[src/rtl/handshake_pkg.sv]
// Shared constants and helpers for the handshake control-token arbiter.
package handshake_pkg;

   localparam int MAX_INPUTS = 16;

   function automatic int clog2(input int n);
      int w;
      w = 0;
      while ((1 << w) < n) w++;
      return w;
   endfunction

endpackage

[src/rtl/rr_priority_picker.sv]
// Combinational round-robin picker: finds the first set request at or after
// ptr_i by searching a doubled request vector masked below ptr_i.
module rr_priority_picker
   import handshake_pkg::*;
#(
   parameter int NUM_INPUTS  = 4,
   parameter int INDEX_WIDTH = 2
) (
   input  logic [NUM_INPUTS-1:0]  req_i,
   input  logic [INDEX_WIDTH-1:0] ptr_i,
   output logic [NUM_INPUTS-1:0]  grant_o,
   output logic [INDEX_WIDTH-1:0] idx_o,
   output logic                   any_req_o
);

   localparam int DW = 2 * NUM_INPUTS;

   logic [DW-1:0] req_dbl;
   logic [DW-1:0] mask;
   logic [DW-1:0] masked;

   always_comb begin
      req_dbl   = {req_i, req_i};
      mask      = '0;
      idx_o     = '0;
      grant_o   = '0;
      any_req_o = |req_i;
      // The window [ptr, ptr+N) in the doubled vector is one full circular lap.
      for (int i = 0; i < DW; i++) begin
         if ((i >= int'(ptr_i)) && (i < int'(ptr_i) + NUM_INPUTS)) mask[i] = 1'b1;
      end
      masked = req_dbl & mask;
      for (int i = DW - 1; i >= 0; i--) begin
         if (masked[i]) begin
            idx_o = (i >= NUM_INPUTS) ? INDEX_WIDTH'(i - NUM_INPUTS) : INDEX_WIDTH'(i);
         end
      end
      if (any_req_o) grant_o = NUM_INPUTS'(1) << idx_o;
   end

endmodule

[src/rtl/handshake_ctrl_arbiter.sv]
// Round-robin arbiter forwarding one control token per grant into a
// one-entry output slot that records the winning requester index.
module handshake_ctrl_arbiter
   import handshake_pkg::*;
#(
   parameter int NUM_INPUTS  = 4,
   parameter int INDEX_WIDTH = 2
) (
   input  logic                   clk,
   input  logic                   rst,
   input  logic [NUM_INPUTS-1:0]  ins_valid,
   output logic [NUM_INPUTS-1:0]  ins_ready,
   output logic [INDEX_WIDTH-1:0] outs,
   output logic                   outs_valid,
   input  logic                   outs_ready
);

   // Handshake: a transfer happens on a rising edge where valid and ready are
   // both high; producers hold valid (and data) until that edge.

   if (INDEX_WIDTH != clog2(NUM_INPUTS) || NUM_INPUTS < 2 || NUM_INPUTS > MAX_INPUTS) begin : g_bad_params
      $error("handshake_ctrl_arbiter: bad NUM_INPUTS/INDEX_WIDTH");
   end

   logic                   full_q, full_d;
   logic [INDEX_WIDTH-1:0] idx_q, idx_d;
   logic [INDEX_WIDTH-1:0] ptr_q, ptr_d;

   logic [NUM_INPUTS-1:0]  grant;
   logic [INDEX_WIDTH-1:0] win_idx;
   logic                   any_req;
   logic                   can_load;
   logic                   fire;

   rr_priority_picker #(
      .NUM_INPUTS  (NUM_INPUTS),
      .INDEX_WIDTH (INDEX_WIDTH)
   ) u_picker (
      .req_i     (ins_valid),
      .ptr_i     (ptr_q),
      .grant_o   (grant),
      .idx_o     (win_idx),
      .any_req_o (any_req)
   );

   always_comb begin
      can_load  = !full_q | outs_ready;
      // rst gates ready so nothing can be accepted while the block is held in reset.
      ins_ready = (can_load & any_req & rst) ? grant : '0;
      fire      = |(ins_valid & ins_ready);
      full_d    = full_q;
      idx_d     = idx_q;
      ptr_d     = ptr_q;
      if (fire) begin
         full_d = 1'b1;
         idx_d  = win_idx;
         ptr_d  = (int'(win_idx) == NUM_INPUTS - 1) ? '0 : win_idx + INDEX_WIDTH'(1);
      end else if (full_q & outs_ready) begin
         full_d = 1'b0;
      end
   end

   always_ff @(posedge clk or negedge rst) begin
      if (!rst) begin
         full_q <= 1'b0;
         idx_q  <= '0;
         ptr_q  <= '0;
      end else begin
         full_q <= full_d;
         idx_q  <= idx_d;
         ptr_q  <= ptr_d;
      end
   end

   assign outs       = idx_q;
   assign outs_valid = full_q;

endmodule

[config.mk]
export PLATFORM = sky130hd
export DESIGN_NAME = handshake_ctrl_arbiter
export DESIGN_NICKNAME = d
export VERILOG_FILES = /design/src/rtl/handshake_pkg.sv /design/src/rtl/rr_priority_picker.sv /design/src/rtl/handshake_ctrl_arbiter.sv
export SDC_FILE = /design/constraint.sdc
export NUM_CORES = 1
export LEC_CHECK = 0
export BUFFER_PORTS_ARGS = -buffer_cell sky130_fd_sc_hd__buf_2
export CAP_MARGIN = 40
export CORE_AREA = 2 2 39 41
export CTS_CLUSTER_SIZE = 40
export DETAILED_ROUTE_END_ITERATION = 8
export DIE_AREA = 0 0 41 43
export HOLD_SLACK_MARGIN = 0.15
export PLACE_DENSITY = 0.59
export SLEW_MARGIN = 0
export SYNTH_ARGS = -nofsm -noshare
export SYNTH_HDL_FRONTEND = slang
export SYNTH_SLANG_ARGS = --single-unit
[constraint.sdc]
create_clock -name clk -period 6.1 [get_ports clk]
set_clock_uncertainty 0.15 [all_clocks]
set_input_delay 0.305 -clock clk [delete_from_list [all_inputs] [get_ports clk]]
set_output_delay 0.305 -clock clk [all_outputs]
set_load 0.02 [all_outputs]
# Word-level counts from Yosys, hierarchy flattened
# Index checks and enable logic that the tools add are counted.
# totals
in_bits	7
out_inout_bits	7
word_cells	52
register_bits	5
# classes
eq_ne	1
shift	1
bitwise_logic	6
n_mux	21
order_cmp	11
n_reduce_logical	7
add_sub_neg	2
# op_table
operator	count
$lt 4x32->1 const A	4
$lt 3x32->1 const A	2
$lt 1x32->1 const A	1
$lt 2x32->1 const A	1
$mux 2	9
$mux 1	10
$and 8x8->8	1
$mux 4	2
$reduce_or 4->1	2
$add 2x3->4 const B	1
$and 4x4->4	1
$ge 1x2->1 const A	2
$shl 1x2->4 const A	1
$and 1x1->1	3
$logic_and 1x1->1	3
$add 2x1->2 const B	1
$eq 2x1->1 const B	1
$ge 2x2->1 const A	1
$reduce_bool 2->1	1
$logic_not 1->1	1
$or 1x1->1	1

# Longest topological paths before layout
# logic_depth
depth_word	19
ltp_mapped	8
mapped_depth_nobuf	8

# Cells and area by module
# From an unflattened synthesis, not the netlist that was laid out.
# unflattened
hier_cells	51
area_unflattened_um2	470.5
# by_module_without_submodules
module	instances	cells_per_inst	seq_area_each_um2	area_per_inst_um2
handshake_ctrl_arbiter	1	22	125.1	271.5
rr_priority_picker	1	29	0.0	198.9

# Worst setup path after synthesis
# No wires, ideal clock.
# synth_timing
kind	flip-flop to flip-flop
startpoint	register ptr_q[1]
endpoint	register ptr_q[0]
required_time_ns	5.825
setup_ns	0.125
n_path_buf	0
arrival_time_ns	1.956
period_less_slack_ns	2.231
setup_slack_ns	3.869
stages_incl_launch_ff	9
cell_sequence	dfrtp_1 -> nand3b_1 -> o21ai_0 -> a221oi_1 -> inv_1 -> ha_1 -> a22oi_1 -> a21boi_4 -> mux2_4
# synth_via
elab_chain_cells	17
word_cells_on_any_way	40
cone_classes	add/sub: 2; order compare: 11; eq/ne: 1; shift: 1; mux: 19; bitwise: 2; reduce/logical: 4
# synth_lines
element	line	text
start, declared	handshake_ctrl_arbiter.sv:27	logic [INDEX_WIDTH-1:0] ptr_q, ptr_d;
start signal, assigned	handshake_ctrl_arbiter.sv:71	ptr_q <= ptr_d;
$add 2x3->4	rr_priority_picker.sv:30	if ((i >= int'(ptr_i)) && (i < int'(ptr_i) + NUM_INPUTS)) mask[i] = 1'b1;
$lt 4x32->1	rr_priority_picker.sv:30	
$mux 1	rr_priority_picker.sv:30	
$and 8x8->8 *	rr_priority_picker.sv:32	masked = req_dbl & mask;
$mux 2 (7 in a row)	rr_priority_picker.sv:34	if (masked[i]) begin
$mux 2 *	rr_priority_picker.sv:34	
via u_picker.idx_o[1]	rr_priority_picker.sv:12	output logic [INDEX_WIDTH-1:0] idx_o,
$shl 1x2->4	rr_priority_picker.sv:38	if (any_req_o) grant_o = NUM_INPUTS'(1) << idx_o;
$mux 4	rr_priority_picker.sv:38	
$mux 4	handshake_ctrl_arbiter.sv:49	ins_ready = (can_load & any_req & rst) ? grant : '0;
$and 4x4->4	handshake_ctrl_arbiter.sv:50	fire = |(ins_valid & ins_ready);
$reduce_or 4->1	handshake_ctrl_arbiter.sv:50	
# The timed path passes the listed nets; every way through them passes the cells marked *.
# A chain may end at the register's enable or synchronous reset.

# Worst setup path after layout
# layout_timing
startpoint	register ptr_q[1]
endpoint	output port ins_ready[0]
# layout_via
elab_chain_cells	15
word_cells_on_any_way	35
cone_classes	add/sub: 1; order compare: 11; shift: 1; mux: 18; bitwise: 1; reduce/logical: 3
# layout_lines
element	line	text
$add 2x3->4	rr_priority_picker.sv:30	
$lt 4x32->1	rr_priority_picker.sv:30	
$mux 1	rr_priority_picker.sv:30	
$and 8x8->8 *	rr_priority_picker.sv:32	
$mux 2 (7 in a row)	rr_priority_picker.sv:34	
$mux 2 *	rr_priority_picker.sv:34	
via u_picker.idx_o[1]	rr_priority_picker.sv:12	
$shl 1x2->4 *	rr_priority_picker.sv:38	
$mux 4 *	rr_priority_picker.sv:38	
$mux 4 *	handshake_ctrl_arbiter.sv:49	
end, declared	handshake_ctrl_arbiter.sv:12	output logic [NUM_INPUTS-1:0] ins_ready,
# Marked as above.

==> reports/metrics.csv <==
metric;value;unit
p_int;134;uW
synth.area.mux_share;16.6;%
start_util;29.9;%
cts_sinks;5;
routed_wl;834;um
setup-tns-final;0;ns
cap_violations;0;
fin_ws;3.53;ns
hold_path_class;in2async;
ys.warnings.count;0;
synth_xor_area_share;0;%
path_cells;nand3b_1, o21ai_0, a221oi_1, inv_1, ha_1, and2_2, buf_2;
ys_seq_elements;5;
die_area;0.00176;mm2
worst-slew-pin-transition;0.612;ns
pin_count;14;
sw_frac_of_total;41.1;%
grt_pass1_vias;326;
numPortBuffers;13;
p_switching;93.3;uW
antenna_found_initial;0;
root_buffer;clkbuf_4;
setup_violations;0;
n_antenna_cell;0;
regToRegSetupSlack;3.55;ns
hpwl;641;um
grt_overflow_total;0;
crit_fanout;6;
synth_top_family_by_area;simple AND/OR/NAND/NOR gates;
numCtsBuffers;3;
p_comb_share;54.7;%
cp-end-kind;primary output;
powerDensity;424;mW/mm2
slew_viol_final;0;
synth_compound_area_share;19.0;%
synth.cell_area;414;um2
syn_inst;37;
clk_pin_slew;0.04;ns
cts-htree-levels;1;
clock_path_buffers;2;
core;0.00138;mm2
r2r_cells;8;
ir_drop;0.140;mV
place_area;499;um2
crit_path_start;ptr_q[1];
clock_latency;0.24;ns
rsz0062_at_grt;false;
fin_area;536;um2
std_cell_rows;14;
grt_use_total;11.2;%
nNetsFinal;67;
crit_end;ins_ready[0];
first_pass_iters;2;
leakage;0.000269;uW
r2r-end;ptr_q[0];
period_minus_slack;2.57;ns
final_common_cell;buf_2;
ant_nets;0;
drc;0;
gp_congestion;0.668;
clkPwrFrac;16.7;%
worstReg2RegStart;ptr_q[1];
synthAdderAreaFrac;12.1;%
drtIter0Drc;1;
final_cell_mix;buf_2 (13), dfrtp_1 (5), and2_2 (4), ha_1 (4);
critPathKind;reg2out;
slowest_delay;0.55;ns
routedWlPerCell;11.7;um
required;5.64;ns
period_share;42.1;%
worst_setup_path_start_kind;flip-flop;
seq_area_frac_synth;30.2;%
vias_per_cell;4.89;
place_ws;3.53;ns
die_w;41;um
layout-drive-gt1-share;50.9;%
cts_tree;yes;
slowest_stage;a221oi_1;
fin_util;38.7;%
grt_max_degree;8;
power_frac_seq;28.6;%
synthDistinctLibCells;18;
synth_nets;48;
cts_resized;0;
dieHeight;43;um
hold_violations;0;
grt_pass1_wl;1320;um
via_count;347;
syn2layout_area_growth;29.3;%
status;finished, final reports clean;
slew_headroom;59.2;%
synth_simple_gate_area_share;19.3;%
syn_avg_cell_area;11.2;um2
critPathArrivalTime;2.11;ns
fmax;390;MHz
==> per-layer routing <==
| metal | part of all wire (%) | global-route usage, % | vias up |
|---|---|---|---|
| li1 | - | - | 170 |
| met1 | 44 | 12.6 | 171 |
| met2 | 51 | 16.9 | 6 |
| met3 | 4.3 | 3.66 | 0 |
| met4 | 0 | 8.00 | 0 |
| met5 | 0 | 0 | - |
==> synth_stat cells <==
cell type | number | area [um2]
mux2_2 | 3 | 33.8
a22oi_1 | 2 | 15.0
and2_2 | 4 | 30.0
a21boi_4 | 1 | 18.8
a221oi_4 | 1 | 26.3
nor4_1 | 1 | 6.26
mux2_4 | 1 | 15.0
inv_1 | 3 | 11.3
o21ai_0 | 2 | 10.0
mux2i_1 | 2 | 20.0
nor3b_2 | 1 | 12.5
nor2b_1 | 1 | 6.26
dfrtp_1 | 5 | 125
ha_1 | 4 | 50.1
a221oi_1 | 1 | 8.76
or2_2 | 1 | 6.26
nor2_1 | 3 | 11.3
nand3b_1 | 1 | 7.51
==> through the flow <==
step	instances	hold slack [ns]	total power [uW]
floorplan	37	-0.141	158
global placement	66	-0.0216	188
detailed placement	66	-0.0206	190
CTS	71	0.255	231
global route	71	0.288	247
finish	71	0.277	227
==> cell families after synthesis <==
family,Yosys count
flip-flops,5
adder cells (fa/ha/maj),4
multiplexers,6
AO/OA/AOI/OAI,7
buffers and inverters,3
AND/OR/NAND/NOR,12
==> power groups by stage <==
stage,Sequential (uW),Clock (uW),Combinational [uW]
2_1_floorplan,74.1,0,83.8
3_3_place_gp,65.1,0,123
3_5_place_dp,64.9,0,125
4_1_cts,64.6,40.1,126
5_1_grt,68.4,42.3,136
6_report,64.8,38.0,124
==> critical path: cells and delay by family (launching register included) <==
family / cells / cell delay, ns
adders and majority gates: 1 / 0.23
AOI/OAI and AO/OA: 2 / 0.63
and+or+nand+nor: 2 / 0.28
buffers and inverters: 2 / 0.29
DFF: 1 / 0.44
==> area by class of cell <==
cell class / instances / area [um2]
fill: 148 / 848
sequential: 5 / 125
tap: 16 / 20.0
timing repair buffer: 14 / 75.1
clock buffer: 4 / 26.3
multi-input combinational: 29 / 278
inverter: 3 / 11.3
==> worst min path at each step <==
stage                  to  slack (ns)  cells past startpoint
3_3_place_gp   outs_valid       -0.02                      1
3_5_place_dp   outs_valid       -0.02                      1
4_1_cts          ptr_q[0]        0.26                      2
2_1_floorplan     outs[0]       -0.14                      0
5_1_grt          ptr_q[0]        0.29                      2
6_report         ptr_q[0]        0.28                      2
==> state kept, by name, summed over array words and instances, names as in the netlist <==
register	flops
outs	2
ptr_q	2
outs_valid	1
==> repair_timing <==
item,4_1_cts,5_1_grt
hold buffers,1,0
setup buffers,0,0
hold endpoints to repair,5,0
No activity file was read; power rests on OpenSTA's default activity.
